File: src/rtl/circuit7_seq.sv
// circuit7_seq: z = (a mod b == zero) ? c/d : a/b on one shared restoring divider.
// Define CIRCUIT7_SKIP_EN to bypass the second divide when the remainder check fails.
module circuit7_seq #(
   parameter int DATAWIDTH = 64
) (
   input  logic                 Clk,
   input  logic                 Rst,
   input  logic                 start,
   input  logic [DATAWIDTH-1:0] a,
   input  logic [DATAWIDTH-1:0] b,
   input  logic [DATAWIDTH-1:0] c,
   input  logic [DATAWIDTH-1:0] d,
   input  logic [DATAWIDTH-1:0] zero,
   output logic                 busy,
   output logic                 done,
   output logic [DATAWIDTH-1:0] z
);

   localparam int CW = $clog2(DATAWIDTH) + 1;

   typedef enum logic [2:0] {IDLE, DIV1, CHECK, DIV2, DONE} state_t;

   state_t               state_q, state_d;
   logic [DATAWIDTH-1:0] rem_q, rem_d;
   logic [DATAWIDTH-1:0] quo_q, quo_d;
   logic [DATAWIDTH-1:0] dvs_q, dvs_d;
   logic [CW-1:0]        cnt_q, cnt_d;
   logic [DATAWIDTH-1:0] c_q, c_d;
   logic [DATAWIDTH-1:0] d_q, d_d;
   logic [DATAWIDTH-1:0] zero_q, zero_d;
   logic [DATAWIDTH-1:0] q1_q, q1_d;
   logic                 eq_q, eq_d;
   logic [DATAWIDTH-1:0] z_q, z_d;
   logic                 done_q, done_d;

   // One restoring step; a zero divisor always subtracts, giving all-ones
   // quotient and the dividend as remainder without special casing.
   logic [DATAWIDTH:0]   shf;
   logic                 ge;
   logic [DATAWIDTH-1:0] rem_step;
   logic                 last;

   assign shf      = {rem_q, quo_q[DATAWIDTH-1]};
   assign ge       = shf >= {1'b0, dvs_q};
   assign rem_step = ge ? (shf[DATAWIDTH-1:0] - dvs_q) : shf[DATAWIDTH-1:0];
   assign last     = (cnt_q == CW'(DATAWIDTH - 1));

   always_ff @(posedge Clk or negedge Rst) begin
      if (!Rst) state_q <= IDLE;
      else      state_q <= state_d;
   end

   always_comb begin
      state_d = state_q;
      rem_d   = rem_q;
      quo_d   = quo_q;
      dvs_d   = dvs_q;
      cnt_d   = cnt_q;
      c_d     = c_q;
      d_d     = d_q;
      zero_d  = zero_q;
      q1_d    = q1_q;
      eq_d    = eq_q;
      z_d     = z_q;
      done_d  = 1'b0;
      case (state_q)
         IDLE: begin
            if (start) begin
               state_d = DIV1;
               rem_d   = '0;
               quo_d   = a;
               dvs_d   = b;
               cnt_d   = '0;
               c_d     = c;
               d_d     = d;
               zero_d  = zero;
            end
         end
         DIV1, DIV2: begin
            rem_d = rem_step;
            quo_d = {quo_q[DATAWIDTH-2:0], ge};
            cnt_d = cnt_q + 1'b1;
            if (last) state_d = (state_q == DIV1) ? CHECK : DONE;
         end
         CHECK: begin
            eq_d  = (rem_q == zero_q);
            q1_d  = quo_q;
            rem_d = '0;
            quo_d = c_q;
            dvs_d = d_q;
            cnt_d = '0;
`ifdef CIRCUIT7_SKIP_EN
            state_d = eq_d ? DIV2 : DONE;
`else
            state_d = DIV2;
`endif
         end
         DONE: begin
            z_d     = eq_q ? quo_q : q1_q;
            done_d  = 1'b1;
            state_d = IDLE;
         end
         default: state_d = IDLE;
      endcase
   end

   always_ff @(posedge Clk or negedge Rst) begin
      if (!Rst) begin
         rem_q  <= '0;
         quo_q  <= '0;
         dvs_q  <= '0;
         cnt_q  <= '0;
         c_q    <= '0;
         d_q    <= '0;
         zero_q <= '0;
         q1_q   <= '0;
         eq_q   <= 1'b0;
         z_q    <= '0;
         done_q <= 1'b0;
      end else begin
         rem_q  <= rem_d;
         quo_q  <= quo_d;
         dvs_q  <= dvs_d;
         cnt_q  <= cnt_d;
         c_q    <= c_d;
         d_q    <= d_d;
         zero_q <= zero_d;
         q1_q   <= q1_d;
         eq_q   <= eq_d;
         z_q    <= z_d;
         done_q <= done_d;
      end
   end

   assign busy = (state_q != IDLE);
   assign done = done_q;
   assign z    = z_q;

endmodule

File: config.mk
export PLATFORM = sky130hd
export DESIGN_NAME = circuit7_seq
export DESIGN_NICKNAME = d
export VERILOG_FILES = /design/src/rtl/circuit7_seq.sv
export SDC_FILE = /design/constraint.sdc
export NUM_CORES = 1
export LEC_CHECK = 0
export CAP_MARGIN = 10
export CORE_AREA = 3 3 231 233
export CTS_BUF_LIST = sky130_fd_sc_hd__clkbuf_4 sky130_fd_sc_hd__clkbuf_8
export DETAILED_ROUTE_END_ITERATION = 16
export DIE_AREA = 0 0 234 236
export GPL_ROUTABILITY_DRIVEN = 0
export GPL_TIMING_DRIVEN = 0
export HOLD_SLACK_MARGIN = 0.05
export PLACE_DENSITY_LB_ADDON = 0.05
export SLEW_MARGIN = 20
export SYNTH_ARGS = -nofsm -noshare
export SYNTH_HDL_FRONTEND = slang
export SYNTH_SLANG_ARGS = --single-unit
File: constraint.sdc
create_clock -name Clk -period 3.15 [get_ports Clk]
set_input_delay 0.63 -clock Clk [delete_from_list [all_inputs] [get_ports Clk]]
set_output_delay 0.63 -clock Clk [all_outputs]
set_load 0.01 [all_outputs]
### After elaboration in Yosys (flattened, before gate mapping)

Cells that the tools add are included.
W data, S select, Z words.

* flip-flop bits (word level): 524
* bits of input ports: 323
* output and inout port bits: 66
* logic and storage cells: 47

* add/sub/neg operators: 2
* order comparisons: 1
* eq/ne operators: 8
* mux-type cells: 15
* reduce and logical (&&, ||, !) cells: 9

Operators with widths (number)
* $pmux W64 S3: 2
* $mux W64: 5
* $pmux W64 S2: 1
* $ge A65 B64 Y1: 1
* $eq A64 B64 Y1: 1
* $sub A64 B64 Y64: 1
* $pmux W7 S3: 1
* $mux W3: 3
* $pmux W3 S3: 1
* $reduce_and A2 Y1: 4
* $add A7 B1 Y7 const B: 1
* $eq A7 B6 Y1 const B: 1
* $mux W7: 1
* $eq A3 B2 Y1 const B: 2
* $reduce_bool A3 Y1: 2
* $ne A2 B2 Y1 const B: 2
* $eq A3 B1 Y1 const B: 1
* $eq A3 B3 Y1 const B: 1
* $logic_not A3 Y1: 1
* $reduce_bool A2 Y1: 1
* $reduce_or A2 Y1: 1
* $mux W1: 1

### Depth between registers and ports, before layout

Gate-level depths: netlist (run 1).

* word-level depth: 4
* depth in mapped cells: 15
* gate-level depth less buffers: 13

### Least setup slack after synthesis (run 1)

No wires, ideal clock.

* path kind: flip-flop to flip-flop
* from: reg quo_q[63]
* to: reg rem_q[52]
* library setup time: 142 ps
* data arrival time: 2828 ps
* data required time: 3008 ps
* path slack: 179 ps
* cell stages (with the launch flop): 14
* buffers on the path: 0
* period minus slack after synthesis: 2971 ps
* cells stage by stage: dfrtp_1 -> inv_1 -> ha_1 -> fa_1 -> nor2b_1 -> o2111ai_1 -> a21oi_1 -> nor2_1 -> o31ai_2 -> a21boi_1 -> o31ai_1 -> a21oi_1 -> xor2_1 -> o221ai_1

* longest elaborated chain between the ends: 3
* elaborated cells between the ends (all ways): 4
* those cells by class: add/sub: 1; order compare: 1; mux: 2

Ends and longest elaborated chain
* from (decl): line 25 `logic [DATAWIDTH-1:0] quo_q, quo_d;`
* from (signal assigned): line 122 `quo_q <= quo_d;`
* $sub A64 B64 Y64 or $ge A65 B64 Y1 (tied branches): line 45, 44
* $mux W64 (*): line 45 `assign rem_step = ge ? (shf[DATAWIDTH-1:0] - dvs_q) : shf[DATAWIDTH-1:0];`
* $pmux W64 S3 (*): line 66 `case (state_q)`
* to (signal assigned): line 121 `rem_q <= rem_d;`
* to (decl): line 24 `logic [DATAWIDTH-1:0] rem_q, rem_d;`

Every way passes the cells marked *; elsewhere a longest branch is shown, timed or not.
A chain may end at the register's enable or synchronous reset.

### Worst setup path after layout (run 1)

* from: reg rem_q[16]
* to: reg rem_q[22]

* longest elaborated chain between the ends: 3
* elaborated cells between the ends (all ways): 4
* those cells by class: add/sub: 1; order compare: 1; mux: 2

Ends and longest elaborated chain (line)
* $sub A64 B64 Y64 or $ge A65 B64 Y1 (tied branches): 45, 44
* $mux W64 (*): 45
* $pmux W64 S3 (*): 66

Marks and branches as above.

==> reports/metrics.csv, run 1 <==
metric,value,unit
gr-total-overflow,0,
synth-simple-area-share,0.105,
root_buffer,clkbuf_8,
tritoncts,done,
post_dp_cell_area,31000,µm²
critPathCaptureType,flip-flop,
setup_viol,59,
dieHeight,236,µm
ys.flop_type,dfrtp_1,
grt_pass1_wl,125000,µm
path_max_fanout,5,
clockBufferDepth,3,
relSlewSlack,0.211,
die_w,234,µm
synth_seq_cells,524,
htree_levels,3,
worst_slack,-245,ps
vdd_drop_max,500,µV
criticalPathCategory,reg -> reg,
synth_enable_flop_cells,0,
hold_violations,0,
numCtsBuffers,89,
drt-vias-per-instance,5.84,
start_util,0.508,
antenna_found_initial,9,
cp-start-kind,flip-flop,
fmax,0.295,GHz
outcome,"complete, but fails checks",
track_usage,0.291,
muxShareOfSynthArea,0.125,
cp.required,3670,ps
fin_crit_sh,1.08,
dr_total_vias,22400,
drv_cap,0,
synth-xor-area-share,0.0413,
worstMarginPinSlew,1180,ps
syn_to_final_growth,30.1,%
ant_nets,0,
grt_max_degree,92,
drtPass1Iterations,7,
rsz0062_at_grt,true,
clk-insertion-delay-late,680,ps
final_core_util,0.660,
ys_warn_count,0,
violations,negative setup slack,
io_buffers,388,
first_global_vias,22000,
path_clk_slew,60,ps
ys_async_sr_fraction,1.00,
synth-compound-area-share,0.147,
place_hpwl,60900,µm
drc,0,
slew_violations,0,
netlist_instances,2561,
synthAdderAreaFrac,0.0319,
holdWs,473,ps
power.density,765,nW/µm²
ys_types,70,
synth_nets,2950,
clkSinkCount,524,
p_leak,15.3,nW
fill_cells,4163,
finalWirelength,82600,µm
rows,83,
avgSynthCellArea,10.2,µm²
drt_iter0_drc,2292,
place_ws,-856,ps
final_area,33900,µm²
fin_skew,31.0,ps
yosysSeqAreaShare,0.502,
dieArea,55200,µm²
syn-cell-area,26100,µm²
drive_above_1_share,0.168,
io_pins,389,
min_period,3400,ps
min_path_type,reg -> reg,
wl_per_cell,21.5,µm
critPathArrivalTime,3920,ps
fp.coreArea,51400,µm²
r2r_slack,-250,ps
synth_top_family_by_area,compound AO/OA/AOI/OAI gates,
nNetsFinal,3478,
stage by stage:
step           power [mW]  TNS, ps  std cells
6_report             26.0   -10180       3837
5_1_grt              27.3   -13260       3834
4_1_cts              24.5    -9.24       3799
3_5_place_dp         17.5  -102850       3634
3_3_place_gp         17.3        -       3629
2_1_floorplan        14.8        0       2561
where the power goes:
group	internal, mW	switching (mW)	leakage, nW
Sequential	7.68	1.15	6.65
Combinational	5.08	5.86	7.66
Clock	3.47	2.72	0.956
cell type report:
| cell class | instances | area (µm²) | area share |
|---|---|---|---|
| plain buffers | 151 | 707 | 0.0208 |
| multi-input cells | 1726 | 12400 | 0.365 |
| clock buffers | 145 | 1750 | 0.0514 |
| inverters | 157 | 589 | 0.0174 |
| well taps | 680 | 851 | 0.0251 |
| flip-flops and latches | 524 | 13100 | 0.387 |
| clock inverters | 7 | 46.3 | 0.00136 |
| repair buffers | 440 | 4480 | 0.132 |
| diodes | 7 | 17.5 | 0.000516 |
routing by layer:
metal / share of wire / vias to the layer above / track usage
met2: 0.45 / 1011 / 0.441
met3: 0.086 / 188 / 0.0627
met1: 0.43 / 11100 / 0.417
met5: 0.00050 / - / 0
met4: 0.035 / 6 / 0.0961
li1: - / 10100 / -
worst max-delay path, stage by stage (launching register included):
cell	delay [ps]
dfrtp_1	460
ha_4	330
nor3_1	90
o311ai_4	330
a21boi_2	130
nor4_2	310
o21a_4	240
a21oi_4	70
o21a_4	220
o31ai_4	340
buf_4	250
buf_12	150
mux2i_2	250
o21ai_1	90
synthesized netlist by cell type (all sizes together), types with 15 or more instances:
cell	number	area, µm²
buf	35	194
mux2	189	2130
mux2i	112	1120
nor2	176	661
inv	157	589
dfrtp	524	13100
clkbuf	119	448
o21ai	96	480
ha	65	813
a22oi	62	465
xor2	58	508
a31oi	70	438
nand2	377	1420
nand3	16	80.1
xnor2	65	569
a222oi	64	641
o21bai	15	113
a21o	24	180
a21oi	149	746
nand4	34	213
kinds of logic (layout without fill, tap and decap cells):
family	Yosys count	count (layout)
buffers and inverters	311	900
and+or+nand+nor	664	664
xor gates and xnor gates	123	123
adders and majority gates	66	66
other	0	7
muxes	301	301
AOI/OAI and AO/OA	572	572
DFF	524	524
registers in the layout, summed over array words and instances (netlist names):
| signal | count |
|---|---|
| dvs_q | 64 |
| quo_q | 64 |
| zero_q | 64 |
| cnt_q | 7 |
| q1_q | 64 |
| eq_q | 1 |
| z | 64 |
| c_q | 64 |
| state_q | 3 |
| d_q | 64 |
| rem_q | 64 |
| done | 1 |
what timing repair did:
| action | 4_1_cts | 5_1_grt |
|---|---|---|
| hold endpoints to repair | 89 | 0 |
| setup buffers | 13 | 33 |
| hold buffers | 1 | 0 |
| gates cloned | 1 | 2 |
| resized for setup | 83 | 111 |
| pin swaps | 11 | 31 |
| endpoints found under the setup margin | 221 | 196 |
cell usage in the layout (no fill, tap or decap), types with 8 or more instances in the layout:
cell type,n
dfrtp_1,517
clkdlybuf4s50_1,387
nand2_1,372
mux2_2,189
nor2_1,173
inv_1,154
a21oi_1,137
mux2i_1,105
clkbuf_8,105
clkbuf_1,102
a31oi_1,68
xnor2_1,65
a222oi_1,64
a22oi_1,62
o21ai_0,62
xor2_1,56
ha_1,56
clkbuf_4,41
buf_4,40
nand4_1,34
o21ai_1,31
a21o_1,24
buf_1,15
nand3_1,15
o21bai_1,15
clkbuf_2,11
and3_1,10
buf_2,10
a21oi_2,9
nor3_1,9
o21a_1,9
nor4_1,8
worst paths after layout:
check,from,to,depth (start not counted)
setup / recovery,rem_q[16],rem_q[22],13
hold / removal,q1_q[48],q1_q[48],2
setup reg to reg,rem_q[16],rem_q[22],13
hold reg to reg,q1_q[48],q1_q[48],2
max in group asynchronous,Rst,z[45],5
min in group asynchronous,Rst,d_q[24],2
Power figures use the tool's default switching activity.
==> run 2, diff against run 1 <==
Settings changed: SETUP_SLACK_MARGIN from default to 0.3.
==> run 2 against run 1 <==
- the flow still finishes with violations (negative setup slack)
- routed wire length is 1.1% higher
- combinational power is 6% higher
- via count is 0.27% lower
- sequential cell count stayed put
- critical path type unchanged
- hold slack worse by 7.7 ps
- global-route usage is 0.46 points higher
==> reports/metrics.csv, run 2 (synthesized netlist as in run 1, its figures left out) <==
metric,value,unit,change
outcome,"complete, but fails checks",,
violations,negative setup slack,,
die_w,234,µm,unchanged
drive_above_1_share,0.196,,+0.0273
p_leak,15.6,nW,+2.3%
drt_iter0_drc,1971,,-14%
ant_nets,0,,unchanged
critPathCaptureType,flip-flop,,
fp.coreArea,51400,µm²,unchanged
clockBufferDepth,3,,unchanged
final_common_cell,dfrtp_1,,
criticalPathCategory,reg -> reg,,
dpl.cell_count,3635,,+0.028%
dieArea,55200,µm²,unchanged
dr_total_vias,22400,,-0.27%
hold_violations,0,,unchanged
min_period,3360,ps,-36.8 ps
slew_violations,0,,unchanged
worst_slack,-208,ps,+36.8 ps
io_buffers,388,,unchanged
post_dp_cell_area,31000,µm²,+0.19%
grt_pass1_wl,127000,µm,+1.5%
fin_skew,28.6,ps,-2.43 ps
gr-total-overflow,0,,unchanged
met1_usage,0.429,,+0.0120
fmax,0.298,GHz,+1.1%
power,27.2,mW,+4.9%
clkSinkCount,524,,unchanged
relSlewSlack,0.313,,+0.102
final_area,34700,µm²,+2.3%
grtUsageMet3,0.0552,,-0.00749
wl_per_cell,21.6,µm,+0.32%
worst-path-buf-inv,3,,+1
path_max_fanout,8,,+3
grt_max_degree,99,,+7.6%
drc,0,,unchanged
cp-start-kind,flip-flop,,
layout.cells.non_filler,3866,,+0.76%
syn_to_final_growth,33.1,%,
io_pins,389,,unchanged
place_ws,-850,ps,+6.66 ps
dieHeight,236,µm,unchanged
drt-vias-per-instance,5.78,,-1.0%
path_cells,ha_4 > nor2b_4 > o2111ai_4 > a31oi_4 > o211a_1 > o21a_4 > a21oi_4 > o21a_4 > o31ai_4 > buf_4 > buf_12 > buf_12 > mux2i_1 > o21ai_1,,
tns,-2870,ps,+7310 ps
cp_top_family,compound AO/OA/AOI/OAI gates,,
tritoncts,done,,
track_usage,0.296,,+0.00463
numCtsBuffers,88,,-1.1%
worstMarginPinSlew,1030,ps,-153 ps
first_global_vias,22100,,+0.69%
clk-insertion-delay-late,680,ps,about the same
fin_crit_sh,1.07,,-0.0117
cp_slowest_stage_delay,430,ps,-30 ps
holdWs,465,ps,-7.69 ps
cp.required,3700,ps,+30 ps
grt_use_met2,0.448,,+0.00649
critPathArrivalTime,3910,ps,about the same
htree_levels,3,,unchanged
final_core_util,0.675,,+0.0151
vdd_drop_max,401,µV,-20%
path_clk_slew,60,ps,about the same
root_buffer,clkbuf_8,,
drv_cap,0,,unchanged
rsz0062_at_grt,true,,
rows,83,,unchanged
nNetsFinal,3498,,+0.58%
power.density,784,nW/µm²,+2.6%
critPathSlowestCell,dfrtp_1,,
antenna_found_initial,6,,-3
setup_viol,46,,-22%
finalWirelength,83500,µm,+1.1%
drtPass1Iterations,6,,-1
top_usage_layer,met2,,
place_hpwl,61200,µm,+0.41%
start_util,0.508,,unchanged
min_path_type,in -> async,,
final_cell_mix,"dfrtp_1 (512), clkdlybuf4s50_1 (386), nand2_1 (373), mux2_2 (189), nor2_1 (169)",,
==> run 2: cell types whose count changed in the layout (fill, tap and decap cells not counted), moves of 13 or more <==
cell	delta
clkinv_2	+13
o21ai_1	+14
clkbuf_1	-19
clkbuf_8	+14
clkbuf_2	+21
clkbuf_4	-23
o21ai_0	-19
==> run 2: layer usage <==
| layer | vias up | wire length [µm] | part of all wire |
|---|---|---|---|
| met1 | 11000 | 36300 | 0.43 |
| met5 | - | 14 | 0.00017 |
| met2 | 946 | 37300 | 0.45 |
| li1 | 10200 | - | - |
| met3 | 189 | 6780 | 0.081 |
| met4 | 2 | 3080 | 0.037 |
==> run 2: what timing repair did <==
item,in CTS,in global routing
hold endpoints to repair,49,0
buffers inserted,37,20
hold buffers,1,0
resized for setup,207,95
cloned,5,1
pin swaps,52,46
setup endpoints to repair,341,193
==> run 2: worst paths after layout <==
check                               from    endpoint  slack [ps]  cells after the start
worst min-delay path                 Rst  zero_q[15]         470                      2
max in group asynchronous            Rst     c_q[43]        1380                      4
worst max register to register  rem_q[0]    rem_q[4]        -210                     14
min in group Clk                 q1_q[2]     q1_q[2]         470                      2
worst min register to register   q1_q[2]     q1_q[2]         470                      2
worst max-delay path            rem_q[0]    rem_q[4]        -210                     14
==> run 2: cell type report <==
type / instances / area, µm²
inverter: 157 / 589
buffer: 154 / 764
antenna: 5 / 12.5
clock inverter: 27 / 260
multi-input combinational: 1726 / 12700
timing repair buffer: 458 / 4690
clock buffer: 135 / 1760
sequential: 524 / 13100
fill: 4077 / 16700
tap: 680 / 851
==> run 2: power breakdown <==
part	leakage, nW	switching, mW	internal (mW)	total, mW
sequential	6.64	1.16	7.68	8.84
combinational	7.91	6.05	5.56	11.6
clock	1.07	2.86	3.91	6.77
